==> src/rtl/rf_read_arbiter.sv <==
// Register-file read arbiter: buffers operand read requests in a FIFO, issues at most one
// read per bank per cycle with CDB writebacks taking priority, and registers per-bank response tags.
module rf_read_arbiter #(
    parameter int DEPTH = 4
) (
    input  logic        clk,
    input  logic        rst,
    input  logic        Push_Valid,
    input  logic        Src1_Valid,
    input  logic [1:0]  Src1_Bank,
    input  logic [2:0]  Src1_Row,
    input  logic [2:0]  Src1_OCID,
    input  logic        Src2_Valid,
    input  logic [1:0]  Src2_Bank,
    input  logic [2:0]  Src2_Row,
    input  logic [2:0]  Src2_OCID,
    input  logic        WriteValid,
    input  logic [1:0]  WriteBank,
    output logic        Full,
    output logic        Empty,
    output logic [3:0]  RdEn,
    output logic [11:0] RdRow,
    output logic [3:0]  RspValid,
    output logic [11:0] RspOCID
);
    localparam int PW = $clog2(DEPTH);
    localparam int CW = PW + 1;
    localparam logic [CW-1:0] DEPTH_C = CW'(DEPTH);

    logic          pend1_q [DEPTH];
    logic [1:0]    bank1_q [DEPTH];
    logic [2:0]    row1_q  [DEPTH];
    logic [2:0]    ocid1_q [DEPTH];
    logic          pend2_q [DEPTH];
    logic [1:0]    bank2_q [DEPTH];
    logic [2:0]    row2_q  [DEPTH];
    logic [2:0]    ocid2_q [DEPTH];

    logic [PW-1:0] wrPtr_q;
    logic [PW-1:0] rdPtr_q;
    logic [CW-1:0] count_q;
    logic [3:0]    rspValid_q;
    logic [11:0]   rspOcid_q;
    logic [11:0]   rspOcid_d;

    logic          push;
    logic          pop;
    logic          iss1;
    logic          iss2;
    logic [3:0]    blocked;

    assign Full     = (count_q == DEPTH_C);
    assign Empty    = (count_q == '0);
    assign push     = Push_Valid & (Src1_Valid | Src2_Valid) & ~Full;
    assign RspValid = rspValid_q;
    assign RspOCID  = rspOcid_q;

    always_comb begin
        blocked = '0;
        if (WriteValid) begin
            blocked[WriteBank] = 1'b1;
        end
    end

    // Head-only issue: Src1 gets first claim on its bank, Src2 must avoid Src1's bank.
    always_comb begin
        iss1      = ~Empty & pend1_q[rdPtr_q] & ~blocked[bank1_q[rdPtr_q]];
        iss2      = ~Empty & pend2_q[rdPtr_q] & ~blocked[bank2_q[rdPtr_q]]
                    & ~(iss1 & (bank1_q[rdPtr_q] == bank2_q[rdPtr_q]));
        pop       = ~Empty & (iss1 | iss2)
                    & ~(pend1_q[rdPtr_q] & ~iss1) & ~(pend2_q[rdPtr_q] & ~iss2);
        RdEn      = '0;
        RdRow     = '0;
        rspOcid_d = rspOcid_q;
        for (int b = 0; b < 4; b++) begin
            if (iss1 && (bank1_q[rdPtr_q] == 2'(b))) begin
                RdEn[b]            = 1'b1;
                RdRow[3*b +: 3]    = row1_q[rdPtr_q];
                rspOcid_d[3*b +: 3] = ocid1_q[rdPtr_q];
            end
            if (iss2 && (bank2_q[rdPtr_q] == 2'(b))) begin
                RdEn[b]            = 1'b1;
                RdRow[3*b +: 3]    = row2_q[rdPtr_q];
                rspOcid_d[3*b +: 3] = ocid2_q[rdPtr_q];
            end
        end
    end

    always_ff @(posedge clk) begin
        if (!rst) begin
            wrPtr_q    <= '0;
            rdPtr_q    <= '0;
            count_q    <= '0;
            rspValid_q <= '0;
            rspOcid_q  <= '0;
            for (int i = 0; i < DEPTH; i++) begin
                pend1_q[i] <= 1'b0;
                pend2_q[i] <= 1'b0;
            end
        end else begin
            if (iss1) begin
                pend1_q[rdPtr_q] <= 1'b0;
            end
            if (iss2) begin
                pend2_q[rdPtr_q] <= 1'b0;
            end
            // Push never targets the head slot being issued: equal pointers mean empty or full.
            if (push) begin
                pend1_q[wrPtr_q] <= Src1_Valid;
                bank1_q[wrPtr_q] <= Src1_Bank;
                row1_q[wrPtr_q]  <= Src1_Row;
                ocid1_q[wrPtr_q] <= Src1_OCID;
                pend2_q[wrPtr_q] <= Src2_Valid;
                bank2_q[wrPtr_q] <= Src2_Bank;
                row2_q[wrPtr_q]  <= Src2_Row;
                ocid2_q[wrPtr_q] <= Src2_OCID;
                wrPtr_q          <= wrPtr_q + PW'(1);
            end
            if (pop) begin
                rdPtr_q <= rdPtr_q + PW'(1);
            end
            case ({push, pop})
                2'b10:   count_q <= count_q + CW'(1);
                2'b01:   count_q <= count_q - CW'(1);
                default: count_q <= count_q;
            endcase
            rspValid_q <= RdEn;
            rspOcid_q  <= rspOcid_d;
        end
    end
endmodule

==> config.mk <==
export PLATFORM = sky130hd
export DESIGN_NAME = rf_read_arbiter
export DESIGN_NICKNAME = d
export VERILOG_FILES = /design/src/rtl/rf_read_arbiter.sv
export SDC_FILE = /design/constraint.sdc
export NUM_CORES = 1
export LEC_CHECK = 0
export CAP_MARGIN = 10
export CORE_MARGIN = 10
export CORE_UTILIZATION = 50
export DETAILED_ROUTE_END_ITERATION = 16
export PLACE_DENSITY = 0.74
export SYNTH_ARGS = -nofsm -noshare
export SYNTH_HDL_FRONTEND = slang
export SYNTH_SLANG_ARGS = --single-unit
==> constraint.sdc <==
create_clock -name clk -period 3.76 [get_ports clk]
set_input_delay 0.752 -clock clk [delete_from_list [all_inputs] [get_ports clk]]
set_output_delay 0.752 -clock clk [all_outputs]
set_load 0.01 [all_outputs]
# Word level (Yosys, flattened, before mapping)
# Memory sizes are Yosys's and may differ from the RTL's. A register that Yosys moved wholly into a read port is not among the register bits.
# Cells that the tools add are included.
[word_totals]
reg_bits = 23
ram_bits = 72
in_bits = 24
out_inout_bits = 34
elab_cells = 149
memories = 8
[memory_table]
columns = ["memory", "depth", "width", "read_ports", "rd_clocked_by_memory_dff", "wr", "line_no", "rtl"]
rows = [
  ["ocid1_q", 4, 3, 1, 1, 1, "33", "logic [2:0] ocid1_q [DEPTH];"],
  ["ocid2_q", 4, 3, 1, 1, 1, "37", "logic [2:0] ocid2_q [DEPTH];"],
  ["row1_q", 4, 3, 1, 1, 1, "32", "logic [2:0] row1_q [DEPTH];"],
  ["row2_q", 4, 3, 1, 1, 1, "36", "logic [2:0] row2_q [DEPTH];"],
  ["bank1_q", 4, 2, 1, 1, 1, "31", "logic [1:0] bank1_q [DEPTH];"],
  ["bank2_q", 4, 2, 1, 1, 1, "35", "logic [1:0] bank2_q [DEPTH];"],
  ["2 more memories", "n/a", "n/a", "n/a", "n/a", "n/a", "n/a", ""],
]
[op_classes]
add_sub_neg = 4
magnitude_cmp = 4
n_eq_ne = 10
mux = 70
n_bitwise = 24
reduce_logical = 21
[ops]
columns = ["cell", "count"]
rows = [
  ["3-bit two-way mux", 16],
  ["2-bit two-way mux", 20],
  ["1-bit two-way mux", 29],
  ["1-bit bitwise AND", 13],
  ["2-bit equality test (second input constant)", 5],
  ["2-bit nonzero test", 5],
  ["1-bit logical AND", 9],
  ["2-bit by 3-bit < comparator with 1-bit output (second input constant)", 3],
  ["1-bit inverter", 9],
  ["2-bit by 1-bit equality test with 1-bit output (second input constant)", 3],
  ["3-bit case mux with 2 select lines", 1],
  ["2-bit by 1-bit adder with 2-bit output (second input constant)", 2],
  ["1-bit binary-select mux with 2-bit select", 2],
  ["2-bit logical NOT", 2],
  ["4-bit two-way mux", 1],
  ["1-bit OR reduction", 4],
  ["3-bit by 1-bit adder with 3-bit output (second input constant)", 1],
  ["3-bit equality test (second input constant)", 1],
  ["3-bit logical NOT", 1],
  ["3-bit by 1-bit subtractor with 3-bit output (second input constant)", 1],
  ["1-bit demux with 2-bit select", 1],
  ["2-bit equality test", 1],
  ["2-bit by 1-bit >= comparator with 1-bit output (second input constant)", 1],
  ["1-bit bitwise OR", 2],
]

# Depth between registers and ports, before layout
# Gate-level depths: netlist of run 1.
[logic_depth]
ltp_word = 18
ltp_mapped = 13
mapped_depth_nobuf = 11

# Worst setup path after synthesis of run 1
# Ideal clock, no wire load.
[synth_path]
kind = "reg-to-reg"
from = "register (tool-made name)"
to = "register count_q[2]"
setup_time_ns = 0.076
t_arrival_ns = 3.071
required_ns = 3.684
slack_ns = 0.613
path_stages_with_launch = 13
n_path_buf = 1
period_less_slack_ns = 3.147
cell_sequence = "dfxtp_1 -> buf_4 -> mux4_2 -> xnor2_1 -> and2_1 -> or3_1 -> a31oi_1 -> ha_1 -> inv_1 -> fa_1 -> xor2_1 -> or3_1 -> a21boi_0"
[synth_lines]
columns = ["element", "line_no", "rtl"]
rows = [
  ["to (signal assigned)", "123", "2'b10: count_q <= count_q + CW'(1);"],
  ["to (signal assigned)", "124", "2'b01: count_q <= count_q - CW'(1);"],
  ["to (signal assigned)", "125", "default: count_q <= count_q;"],
  ["to (decl)", "41", "logic [CW-1:0] count_q;"],
]

==> flow_summary.rst, run 1 <==
.. list-table::
   :header-rows: 1

   * - Metric
     - Value
   * - Critical path endpoint category
     - primary output
   * - Max-Cap Viols
     - 0
   * - Vias
     - 3008
   * - Total number of clock tree sinks
     - between 90 and 100
   * - Number of levels the H-tree was split into
     - 3
   * - Buffer cell driving the clock tree root
     - clkbuf_8
   * - Leading cell types by total area after synthesis
     - edfxtp_1 44%, dfxtp_1 14%, mux4_2 9.6%
   * - Summed instance area of the synthesized netlist
     - ~4500 um2
   * - TritonCTS clock tree
     - yes
   * - Routed Wire Length
     - 10500 um
   * - Max-slew violation count
     - 0
   * - ANT nets after route
     - 0
   * - Top-level I/O count
     - 58
   * - Pwr/cell area
     - ~390 nW/um2
   * - Cts bufs inserted
     - 9
   * - Net count of the mapped netlist
     - around 350
   * - Placement row count
     - 34
   * - Portion of the clock cycle consumed by the worst path in the final layout
     - 0.981
   * - Pre-CTS setup slack
     - -0.333 ns
   * - Sequential fraction of the synthesis area
     - 0.582
   * - EDFF count, synth
     - 66
   * - P_leak
     - roughly 0.0021 uW
   * - Worst rel slew slack
     - 0.611
   * - Final-layout fill cell count
     - 632
   * - Detailed-router iteration count before antenna repair
     - 4
   * - Post-Layout Cell Count
     - 532
   * - Full die area
     - ~13000 um2
   * - Number of antenna violations at the first check in global routing
     - 0
   * - Core area
     - approximately 8700 um2
   * - Layout area overhead
     - 27.5%
   * - Worst path required time
     - 3.01 ns
   * - Unique cell type count in the Yosys netlist
     - a little under 50
   * - Total Neg Setup Slack
     - 0 ns
   * - Via-to-Cell Ratio
     - around 5.7
   * - DR WL/cell
     - between 15 and 20 um
   * - Clk Latency, worst-skew pair
     - about 0.37 ns
   * - Critical Path, Cell by Cell
     - buf_6, mux4_2, xnor2_4, nand2_2, o311ai_4, buf_4, nor2b_4, buf_6, a22o_1, buf_6
   * - Share of async-settable or async-resettable flops after synthesis
     - 0
   * - Status
     - complete, no violations
   * - Remaining global-route overflow
     - 0
   * - First-pass GRT wire length
     - 16400 um
   * - First DRT Iteration DRCs
     - ~150
   * - Maximum resistive drop on vdd
     - 0.239 mV
   * - Synthesized flop and latch total
     - 97
   * - Worst min-delay path class
     - reg -> reg
   * - I/O Buffers
     - 57
   * - Master of the slowest instance on the critical path
     - mux4_2
   * - Y dimension of the die
     - 115 um
   * - Worst-margin pin slew
     - 0.582 ns
   * - # placed instances
     - 505
   * - Clock transition time at the flip-flop clock pins of the worst setup and hold paths
     - 0.10 ns
   * - Category of the critical setup timing path
     - reg -> out
   * - Maximum number of pins on one net before global-route repair
     - 35
   * - Buffers & Inverters on Critical Path
     - 4
   * - Avg Cell Area, Syn
     - 14.0 um2
   * - Worst setup SP type
     - flop
   * - Vias in the first global route
     - 3102
   * - Setup clock skew after layout
     - about 0.015 ns
   * - Number of nets at the end of the flow
     - 449
   * - Arrival time at the worst endpoint
     - 2.94 ns
   * - Cell family with the largest share of critical-path delay
     - compound AO/OA/AOI/OAI gates
   * - Min Hold Slack
     - ~0.51 ns
   * - Setup repair after global routing missed its margin
     - true
   * - Total track usage
     - 0.160
   * - # diodes
     - 0
   * - Gate count after technology mapping
     - ~320
   * - Final min period
     - 3.69 ns
   * - Dominant synthesized flop cell
     - edfxtp_1
   * - Max clock buf depth
     - 2
   * - Initial Utilization
     - 0.512
   * - Total DRC errors in the routed layout
     - 0
   * - Width of the chip
     - 115 um
   * - Crit path top cell by count
     - buf_6
   * - Worst-case setup margin in the final layout
     - 0.0707 ns
   * - Maximum fanout encountered on the critical timing path
     - 6
   * - Hold_sp
     - pend2_q[2]$_DFF_P_
   * - Max incr delay on CP
     - 0.57 ns
   * - HPWL after detailed placement
     - 7390 um
   * - Max Fclk
     - 271 MHz
   * - Final Hold Fails
     - 0
   * - Ys Warns
     - 0
   * - Share of the synthesized area in the top cell type
     - 0.443
   * - Final Setup Violations
     - 0
   * - Share of final-layout standard cells stronger than drive strength 1
     - 0.302
   * - Cell taking the most area after synthesis
     - edfxtp_1
   * - Final weighted congestion in routability-driven placement
     - 0.847
[layout make-up]
| cell class | instances | area, um2 | area share |
|---|---|---|---|
| well taps | 108 | 135 | 0.0237 |
| clock inverters | 7 | 58.8 | 0.0103 |
| repair buffers | 105 | 902 | 0.158 |
| flip-flops and latches | 97 | 2610 | 0.458 |
| inverters | 11 | 41.3 | 0.00725 |
| multi-input cells | 195 | 1830 | 0.321 |
| clock buffers | 9 | 124 | 0.0217 |
[worst min-delay path, stage by stage (launching register included)]
cell and delay (ns):
dfxtp_1 0.32, o211ai_1 0.08, o21ai_0 0.07
[cell families (layout without fill, tap and decap cells)]
group	after synthesis	in the layout	synth area share
compound gates	46	46	0.0831
xor+xnor	7	7	0.0137
fa+ha+maj	6	6	0.0185
buf+inv	27	132	0.0260
flops	97	97	0.582
mux	49	49	0.166
simple gates	87	87	0.110
[timing repair]
item	4_1_cts	5_1_grt
resized for setup	32	35
buffers inserted	5	6
endpoints found under the setup margin	16	15
hold buffers	0	0
gates cloned	0	0
pin swaps	2	4
[Yosys cell counts (2+ instances only)]
cell type,count
edfxtp_1,66
nand2_1,34
dfxtp_1,31
mux4_2,19
mux2i_1,18
a22o_1,12
mux2_2,12
inv_1,11
clkbuf_1,10
nor2b_1,10
o21ai_0,10
and3_1,7
o211ai_1,7
and2_1,6
ha_1,5
nand2b_1,5
nor2_1,5
xnor2_1,5
or3_1,4
buf_2,3
nand3_1,3
a211oi_1,2
a21boi_0,2
a21boi_1,2
nand3b_1,2
nor3b_1,2
o21a_1,2
o311ai_0,2
xor2_1,2
[power breakdown]
part	internal (uW)	switching (uW)
logic	190	191
registers	1170	21.1
clock network	252	383
[final timing paths]
path	cells after the start	slack (ns)	endpoint
worst max-delay path	10	0.07	RdRow[6]
worst min register to register	2	0.51	pend2_q[2]$_DFF_P_
worst min-delay path	2	0.51	pend2_q[2]$_DFF_P_
worst max register to register	13	0.26	count_q[2]$_SDFFE_PN0P_
[state kept, by name, summed over array words and instances (netlist names), 4 cells and up, named ones only]
name / cells
ocid2_q: 12
RspValid: 4
ocid1_q: 12
pend2_q: 4
bank2_q: 8
pend1_q: 4
row1_q: 12
RspOCID: 12
row2_q: 12
bank1_q: 8
[metal layers]
| metal | GRT usage | vias up | share of wire |
|---|---|---|---|
| met5 | 0 | - | 0 |
| met4 | 0.0744 | 0 | 0.028 |
| met3 | 0.0351 | 16 | 0.061 |
| met2 | 0.259 | 109 | 0.48 |
| met1 | 0.198 | 1474 | 0.43 |
| li1 | - | 1409 | - |
[stage by stage]
stage | utilization | cell area, um2 | power [uW]
floorplan | - | 4470 | 1420
global placement | 0.617 | 5380 | 1550
detailed placement | 0.617 | 5380 | 1570
CTS | 0.645 | 5630 | 2200
global route | 0.653 | 5700 | 2310
finish | 0.653 | 5700 | 2210
[layout by cell type (no fill, tap or decap), types with 3 or more instances in the layout]
cell type        count
a22o_1              12
and2_1               6
and3_1               7
buf_4               44
buf_6                6
clkbuf_2             9
clkbuf_8             9
clkdlybuf4s50_1     40
dfxtp_1             29
dlygate4sd2_1        3
edfxtp_1            66
ha_1                 5
inv_1               11
inv_6                3
mux2_2              12
mux2i_1             17
mux4_2              19
nand2_1             33
nand2b_1             4
nand3_1              3
nor2_1               5
nor2b_1              7
o211ai_1             7
o21ai_0             10
or3_1                3
xnor2_1              3
Power figures use the tool's default switching activity.
==> run 2: changes to the inputs <==
RECOVER_POWER = 50   (was unset)
==> run 2 against run 1 <==
Compared with the run above:
- sequential cell count is the same
- highest routed layer unchanged
- maximum frequency about the same
- clock skew up 0.0015 ns
- final area shrank 0.20%
- total power fell by 0.21%
- clock power about the same
- sequential power about the same
- first-iteration DRC count is 2.0% higher
- critical endpoint unchanged
==> flow_summary.rst, run 2 (synthesis gave the netlist of run 1 again) <==
.. list-table::
   :header-rows: 1

   * - Metric
     - Value
   * - Cell area after placement
     - 5380 um2 (unchanged)
   * - Max clock buf depth
     - 2 (unchanged)
   * - Total DRC errors in the routed layout
     - 0 (unchanged)
   * - Initial Utilization
     - 0.512 (unchanged)
   * - Y dimension of the die
     - 115 um (unchanged)
   * - Maximum fanout encountered on the critical timing path
     - 6 (unchanged)
   * - Commonest cells after routing, fill and taps aside
     - 66 x edfxtp_1, 41 x buf_4, 34 x dlygate4sd3_1
   * - Placement row count
     - 34 (unchanged)
   * - # placed instances
     - 505 (unchanged)
   * - Worst path required time
     - 3.01 ns (about the same)
   * - Final-layout fill cell count
     - 637 (+0.79%)
   * - Net switching component of the power
     - 596 uW (+0.20%)
   * - First DRT Iteration DRCs
     - 150 (+2.0%)
   * - Cts bufs inserted
     - 9 (unchanged)
   * - Worst rel slew slack
     - 0.0667 (-0.544)
   * - Top-level I/O count
     - 58 (unchanged)
   * - Internal portion of total power
     - 1610 uW (-0.36%)
   * - Setup slack of the worst register-to-register path
     - 0.25 ns (about the same)
   * - Final Setup Violations
     - 0 (unchanged)
   * - Part of the total power dissipated in combinational logic
     - 0.169 (-0.003)
   * - Multi-input gate area in the final layout
     - 1830 um2 (unchanged)
   * - Share of final-layout standard cells stronger than drive strength 1
     - 0.295 (-0.00708)
   * - Worst-margin pin slew
     - 1.40 ns (+0.818 ns)
   * - Number of antenna violations at the first check in global routing
     - 0 (unchanged)
   * - Max-slew violation count
     - 0 (unchanged)
   * - Cell count of the worst reg-to-reg path
     - 13 (unchanged)
   * - Hold_sp
     - count_q[2]$_SDFFE_PN0P_
   * - Min Hold Slack
     - 0.517 ns (+0.00491 ns)
   * - Relative contribution of the clock network to total power
     - 0.289 (+0.002)
   * - Arrival time at the worst endpoint
     - 2.94 ns (about the same)
   * - Final min period
     - 3.69 ns (-0.00187 ns)
   * - Routed Wire Length
     - 10400 um (-0.27%)
   * - Pwr/cell area
     - 388 nW/um2 (about the same)
   * - Full die area
     - 13100 um2 (unchanged)
   * - Number of nets at the end of the flow
     - 449 (unchanged)
   * - DR WL/cell
     - 19.6 um (-0.27%)
   * - Area occupied by registers
     - 2610 um2 (unchanged)
   * - Layout area overhead
     - 27.2%
   * - Critical path endpoint category
     - primary output
   * - Maximum resistive drop on vdd
     - 0.237 mV (-0.81%)
   * - Detailed-router iteration count before antenna repair
     - 4 (unchanged)
   * - Final standard cell area without fillers
     - 5690 um2 (-0.20%)
   * - Total track usage
     - 0.160 (unchanged)
   * - ANT nets after route
     - 0 (unchanged)
   * - Final Power
     - 2210 uW (-0.21%)
   * - Via-to-Cell Ratio
     - 5.64 (-0.23%)
   * - Max Fclk
     - 271 MHz (about the same)
   * - Number of levels the H-tree was split into
     - 3 (unchanged)
   * - Cells on Worst Hold Path
     - 2 (unchanged)
   * - Setup repair after global routing missed its margin
     - true
   * - Total number of clock tree sinks
     - 97 (unchanged)
   * - Width of the chip
     - 115 um (unchanged)
   * - Vias in the first global route
     - 3102 (unchanged)
   * - Core area
     - 8720 um2 (unchanged)
   * - Hold-fix buffers, CTS
     - 0 (unchanged)
   * - Portion of the clock cycle consumed by the worst path in the final layout
     - 0.981 (about the same)
   * - HPWL after detailed placement
     - 7390 um (unchanged)
   * - Share of the core filled with cells
     - 0.652 (-0.00129)
   * - Category of the critical setup timing path
     - reg -> out
   * - Vias
     - 3001 (-0.23%)
   * - Most frequent standard cell in the layout excluding fill and tap cells
     - edfxtp_1
   * - Final Hold Fails
     - 0 (unchanged)
   * - Worst min-delay path class
     - reg -> reg
   * - Status
     - complete, no violations
   * - Setup clock skew after layout
     - 0.0170 ns (+0.00154 ns)
   * - First-pass GRT wire length
     - 16400 um (unchanged)
   * - Remaining global-route overflow
     - 0 (unchanged)
   * - P_leak
     - 0.00217 uW (+2.4%)
   * - Share of power burned in registers
     - 0.542 (about the same)
   * - Maximum number of pins on one net before global-route repair
     - 35 (unchanged)
   * - I/O Buffers
     - 57 (unchanged)
   * - Worst setup SP type
     - flop
   * - Final weighted congestion in routability-driven placement
     - 0.847 (unchanged)
   * - Clk Latency, worst-skew pair
     - 0.37 ns (about the same)
   * - Buffer cell driving the clock tree root
     - clkbuf_8
   * - # diodes
     - 0 (unchanged)
   * - Max-Cap Viols
     - 0 (unchanged)
   * - Post-Layout Cell Count
     - 532 (unchanged)
   * - TritonCTS clock tree
     - yes
   * - Net switching fraction of the power
     - 0.270 (+0.00110)
   * - Clock transition time at the flip-flop clock pins of the worst setup and hold paths
     - 0.10 ns (about the same)
run 2: changes by cell type in the layout (fill, tap and decap cells not counted):
cell             before  now
clkdlybuf4s50_1      40    6
dlygate4sd3_1         0   34
and2_1                6    5
clkbuf_1              0    3
buf_4                44   41
and2_0                0    1
run 2: timing repair:
item                       in CTS  in global routing
pin swaps                       2                  4
buffers inserted                5                  6
setup endpoints to repair      16                 15
gates resized for setup        32                 35
cloned                          0                  0
run 2: power by group through the flow:
stage | logic, uW | clock network (uW) | registers (uW)
floorplan | 209 | 0 | 1210
global placement | 337 | 0 | 1220
detailed placement | 346 | 0 | 1220
CTS | 357 | 647 | 1200
global route | 408 | 692 | 1200
finish | 374 | 637 | 1200
run 2: worst paths after layout:
kind | endpoint
setup / recovery | RdRow[6]
hold / removal | count_q[2]$_SDFFE_PN0P_
setup reg to reg | count_q[2]$_SDFFE_PN0P_
hold reg to reg | count_q[2]$_SDFFE_PN0P_
run 2: critical path, cell delays in order, from the launching register on:
cell and delay [ns]:
dfxtp_4 0.41, buf_6 0.11, mux4_2 0.57, xnor2_4 0.20
nand2_2 0.09, o311ai_4 0.45, buf_4 0.21, nor2b_4 0.04
buf_6 0.11, a22o_1 0.24, buf_6 0.13
run 2: metal layers:
metal / vias to the layer above / track usage / wire [um]
met5: - / 0 / 0
met4: 0 / 0.0744 / 283
met3: 18 / 0.0351 / 740
met2: 112 / 0.259 / 5050
met1: 1460 / 0.198 / 4350
li1: 1411 / - / -
run 2: per-stage QoR:
stage	setup WS, ns	setup TNS (ns)
6_report	0.0726	0
5_1_grt	-0.0580	-0.113
4_1_cts	0.00171	0
3_5_place_dp	-0.333	-4.05
3_3_place_gp	-0.224	-2.92
2_1_floorplan	0.613	0
run 2: final cells by class:
type                       count  area share
sequential                    97       0.459
multi-input combinational    195       0.322
timing repair buffer         105       0.157
tap                          108      0.0238
clock buffer                   9      0.0218
clock inverter                 7      0.0103
inverter                      11     0.00726
==> run 3: changes to the inputs <==
SKIP_CTS_REPAIR_TIMING = 1   (was unset)
SLEW_MARGIN = 10   (was unset)
==> run 3 against run 2 <==
Compared with the run above:
- final cell count shrank 0.94%
- critical endpoint is now RdRow[10]
- critical path depth is the same
- critical path type is now in -> out
- count of clock-buffer cells in the layout is the same
==> flow_summary.rst, run 3 (synthesis gave the netlist of run 1 again) <==
.. list-table::
   :header-rows: 1

   * - Metric
     - Value
   * - Status
     - complete, no violations
   * - Max Fclk
     - 269 MHz (-0.90%)
   * - Final weighted congestion in routability-driven placement
     - 0.847 (unchanged)
   * - Category of the critical setup timing path
     - in -> out
   * - P_leak
     - 0.00233 uW (+7.6%)
   * - DR WL/cell
     - 19.7 um (+0.71%)
   * - Remaining global-route overflow
     - 0 (unchanged)
   * - HPWL after detailed placement
     - 7390 um (unchanged)
   * - First DRT Iteration DRCs
     - 214 (+43%)
   * - # diodes
     - 0 (unchanged)
   * - Number of antenna violations at the first check in global routing
     - 0 (unchanged)
   * - Number of levels the H-tree was split into
     - 3 (unchanged)
   * - M1 wire length
     - 4500 um (+3.3%)
   * - Layout area overhead
     - 27.4%
   * - Crit path top cell by count
     - buf_4
   * - ANT nets after route
     - 0 (unchanged)
   * - Relative contribution of the clock network to total power
     - 0.291 (+0.002)
   * - Detailed-router iteration count before antenna repair
     - 4 (unchanged)
   * - Most frequent standard cell in the layout excluding fill and tap cells
     - edfxtp_1
   * - Number of nets at the end of the flow
     - 444 (-1.1%)
   * - Final standard cell area without fillers
     - 5690 um2 (+0.13%)
   * - Setup slack of the worst register-to-register path
     - 0.35 ns (+0.10 ns)
   * - Detailed route wirelength on metal2
     - 5010 um (-0.75%)
   * - Maximum resistive drop on vdd
     - 0.237 mV (about the same)
   * - Maximum number of pins on one net before global-route repair
     - 35 (unchanged)
   * - Highest metal layer with signal wires
     - met4
   * - Pwr/cell area
     - 386 nW/um2 (-0.71%)
   * - Critical path endpoint category
     - primary output
   * - Y dimension of the die
     - 115 um (unchanged)
   * - Net switching fraction of the power
     - 0.270 (about the same)
   * - Setup clock skew after layout
     - 0.0163 ns (-0.000642 ns)
   * - Final Hold Fails
     - 0 (unchanged)
   * - Maximum fanout encountered on the critical timing path
     - 7 (+1)
   * - Via-to-Cell Ratio
     - 5.68 (+0.61%)
   * - Setup repair after global routing missed its margin
     - true
   * - Worst path required time
     - 3.01 ns (about the same)
   * - Cell family with the largest share of critical-path delay
     - buffers and inverters
   * - Buffer cell driving the clock tree root
     - clkbuf_8
   * - Met3 Routed Length
     - 624 um (-16%)
   * - Max-slew violation count
     - 0 (unchanged)
   * - Worst rel slew slack
     - 0.0752 (+0.00855)
   * - Share of power burned in registers
     - 0.545 (+0.003)
   * - Total number of clock tree sinks
     - 97 (unchanged)
   * - Portion of the clock cycle consumed by the worst path in the final layout
     - 0.990 (+0.00895)
   * - Final min period
     - 3.72 ns (+0.0336 ns)
   * - Routed Wire Length
     - 10400 um (-0.24%)
   * - Internal portion of total power
     - 1600 uW (-0.59%)
   * - Master of the slowest instance on the critical path
     - clkdlybuf4s50_1
   * - Final-layout fill cell count
     - 642 (+0.78%)
   * - TritonCTS clock tree
     - yes
   * - Cells on Worst Hold Path
     - 2 (unchanged)
   * - Commonest cells after routing, fill and taps aside
     - 66 x edfxtp_1, 36 x buf_4, 34 x dlygate4sd3_1
   * - Full die area
     - 13100 um2 (unchanged)
   * - Max clock buf depth
     - 2 (unchanged)
   * - Post-Layout Cell Count
     - 527 (-0.94%)
   * - Worst min-delay path class
     - reg -> reg
   * - Clk Latency, worst-skew pair
     - 0.37 ns (about the same)
   * - Hold Path End
     - count_q[2]$_SDFFE_PN0P_
   * - Worst reg2reg endpoint
     - count_q[2]$_SDFFE_PN0P_
   * - Max incr delay on CP
     - 0.52 ns (-0.05 ns)
   * - Buffers & Inverters on Critical Path
     - 5 (+1)
   * - Vias in the first global route
     - 3046 (-1.8%)
   * - Worst setup SP type
     - primary input
   * - Clock transition time at the flip-flop clock pins of the worst setup and hold paths
     - 0.10 ns (about the same)
   * - Arrival time at the worst endpoint
     - 2.97 ns (+0.03 ns)
   * - First-pass GRT wire length
     - 16100 um (-1.8%)
   * - Top-level I/O count
     - 58 (unchanged)
   * - Core area
     - 8720 um2 (unchanged)
   * - Net switching component of the power
     - 593 uW (-0.54%)
   * - Hold_sp
     - count_q[2]$_SDFFE_PN0P_
   * - Cts bufs inserted
     - 9 (unchanged)
   * - Initial Utilization
     - 0.512 (unchanged)
   * - Placement row count
     - 34 (unchanged)
   * - Vias
     - 2991 (-0.33%)
   * - Cell area after placement
     - 5380 um2 (unchanged)
   * - Final Setup Violations
     - 0 (unchanged)
   * - Critical Path, Cell by Cell
     - clkdlybuf4s50_1, buf_4, xnor2_1, o21a_2, o311ai_4, buf_4, nor2b_2, buf_4, a22o_1, clkbuf_2
   * - Part of the total power dissipated in combinational logic
     - 0.164 (-0.005)
   * - Share of final-layout standard cells stronger than drive strength 1
     - 0.260 (-0.0347)
   * - Total track usage
     - 0.157 (-0.00289)
   * - Cell count of the worst reg-to-reg path
     - 12 (-1)
   * - I/O Buffers
     - 57 (unchanged)
   * - Max-Cap Viols
     - 0 (unchanged)
   * - Total DRC errors in the routed layout
     - 0 (unchanged)
   * - Worst-margin pin slew
     - 1.39 ns (-0.0128 ns)
   * - # placed instances
     - 505 (unchanged)
   * - Width of the chip
     - 115 um (unchanged)
-- run 3: cell count changes in the layout (fill, tap and decap cells not counted), moves of 2 or more --
cell,delta
dlymetal6s2s_1,+13
buf_4,-5
dlygate4sd2_1,-3
clkdlybuf4s15_1,-2
clkbuf_2,-8
-- run 3: final cells by class --
| type | count | area [um2] | share of cell area |
|---|---|---|---|
| Sequential cell | 97 | 2610 | 0.458 |
| Multi-Input combinational cell | 195 | 1800 | 0.316 |
| Timing Repair Buffer | 100 | 925 | 0.162 |
| Tap cell | 108 | 135 | 0.0237 |
| Clock buffer | 9 | 124 | 0.0218 |
| Clock inverter | 7 | 58.8 | 0.0103 |
| Inverter | 11 | 41.3 | 0.00725 |
-- run 3: layer usage --
metal | vias to the layer above | track usage
li1 | 1400 | -
met1 | 1483 | 0.196
met2 | 91 | 0.254
met3 | 17 | 0.0351
met4 | 0 | 0.0693
met5 | - | 0
-- run 3: power groups by stage --
stage	Sequential [uW]	Combinational (uW)	Clock, uW
floorplan	1210	209	0
global placement	1220	337	0
detailed placement	1220	346	0
CTS	1200	347	647
global route	1200	392	692
finish	1200	360	639
-- run 3: how the worst max path moves through the flow --
stage | startpoint | end | slack (ns) | depth (start not counted)
after CTS | flop | RdRow[7] | -0.39 | 7
final | WriteBank[1] | RdRow[10] | 0.04 | 10
after floorplan | flop | count_q[2]$_SDFFE_PN0P_ | 0.61 | 12
after global routing | flop | RdRow[10] | -0.07 | 10
after detailed placement | WriteValid | RdRow[11] | -0.33 | 8
after global placement | WriteValid | RdRow[7] | -0.22 | 8
-- run 3: worst min-delay path, stage by stage, from the launching register on --
cell	delay, ns
dfxtp_1	0.34
o21ai_0	0.07
a21boi_0	0.07
-- run 3: per-stage QoR --
| step | setup TNS, ns | setup WS (ns) | hold slack [ns] | util | total power, uW |
|---|---|---|---|---|---|
| after floorplan | 0 | 0.613 | 0.464 | - | 1420 |
| after global placement | -2.92 | -0.224 | 0.477 | 0.617 | 1550 |
| after detailed placement | -4.05 | -0.333 | 0.500 | 0.617 | 1570 |
| after CTS | -5.32 | -0.391 | 0.514 | 0.638 | 2190 |
| after global routing | -0.0742 | -0.0742 | 0.529 | 0.653 | 2280 |
| final | 0 | 0.0390 | 0.517 | 0.653 | 2200 |
==> RTL edit (settings of run 2) <==
Set the parameter `DEPTH` to 8 (it was 4).
--- a/src/rtl/rf_read_arbiter.sv
+++ b/src/rtl/rf_read_arbiter.sv
@@ -1,7 +1,7 @@
 // Register-file read arbiter: buffers operand read requests in a FIFO, issues at most one
 // read per bank per cycle with CDB writebacks taking priority, and registers per-bank response tags.
 module rf_read_arbiter #(
-    parameter int DEPTH = 4
+    parameter int DEPTH = 8
 ) (
     input  logic        clk,
     input  logic        rst,
Function: same outputs for any inputs over 4 cycles, from zero or initial values and one cycle with rst low; that may be too few to reach the edited logic, so the function may still have changed.
==> RTL edit against run 2 <==
The flow now finishes with violations (setup timing). Synthesized area is 63% higher. Power rose by 92%. Routed wire length increased by 62%. Setup slack worse by 0.10 ns. Via count grew 53%. Design area is 61% higher. Fmax decreased by 2.7%. Sequential cell count increased by 76. Final cell count increased by 45%.
==> RTL edit: results (changes against run 2) <==
| Metric | Value |
|---|---|
| Finish-stage setup viols | 9 (was 0) |
| Failing checks | setup timing |
| WHS Endpoint | pend2_q[5] (was count_q[2]) |
| Comb group | 526 µW (was 374 µW) |
| Status | finished with violations (was complete, no violations) |
| GR Util All Layers | 0.1723 (was 0.1596) |
| VDD IR max | 0.3065 mV (was 0.2368 mV) |
| Root Buffer | clkbuf_16 (was clkbuf_8) |
| Synthesis-to-layout area growth | 25.90% (was 27.21%) |
| Proportion of layout cells with a drive suffix above 1 | 0.3083 (was 0.2948) |
| CTS Buf Count | 17 (was 9) |
| Clock network area share | 0.05905 (was 0.03213) |
| Filler cell count | 990 (was 637) |
| Sequential cell area share | 0.5190 (was 0.4586) |
| Invs w/o clock | 6 (was 11) |
| Crit Path Max Fanout | 5 (was 6) |
| M3 GR Usage | 0.04031 (was 0.03512) |
| Multi-input combinational area share | 0.2823 (was 0.3215) |
| Sequential Power | 2120 µW (was 1200 µW) |
| HP Start | pend2_q[5] (was count_q[2]) |
| Final nets | 604 (was 449) |
| Skew final | 0.007227 ns (was 0.01696 ns) |
| Final setup margin | -0.02926 ns (was 0.07261 ns) |
| Grt met1 use | 0.2143 (was 0.1977) |
| WL met2 | 8401 µm (was 5047 µm) |
| Dpl cell area | 8337 µm² (was 5378 µm²) |
| Sw Ratio | 0.2437 (was 0.2700) |
| Sequential area share after synthesis | 0.6526 (was 0.5823) |
| Reg2reg setup slack | 0.03 ns (was 0.25 ns) |
| Post-CTS resize count | 79 (was 32) |
| Vias | 4597 (was 3001) |
| Vias in the first global route | 4722 (was 3102) |
| DR WL met3 | 1152 µm (was 740 µm) |
| EDFF count, synth | 128 (was 66) |
| Largest net degree at the start of global routing | 39 (was 35) |
| Pleak | 0.003200 µW (was 0.002167 µW) |
| Gpl congestion | 0.8607 (was 0.8473) |
| H-tree depth | 4 (was 3) |
==> RTL edit: through the flow <==
stage                     hold slack [ns]  total power, µW    util  instances
after detailed placement           0.4712             2642  0.5802        718
after global placement             0.4428             2624  0.5802        718
after global routing               0.5035             4389  0.6371        771
final                              0.4834             4238  0.6371        771
after floorplan                    0.4322             2443       -        458
after CTS                          0.4831             4243  0.6277        766
==> RTL edit: worst max-delay path: stages, from the launching register on <==
cell and delay (ns):
dfxtp_4 0.36, buf_6 0.11, mux4_2 0.50, mux2_4 0.32, xnor2_4 0.15, a311o_2 0.50
o211ai_4 0.27, buf_6 0.15, o22ai_1 0.08, buf_2 0.17
==> RTL edit: cells by family after synthesis <==
logic type,count (synthesis),synth area share
mux,71,0.1643
xor+xnor,11,0.01325
fa+ha+maj,6,0.01136
buf+inv,28,0.01841
simple gates,95,0.06230
compound gates,74,0.07779
flops,173,0.6526
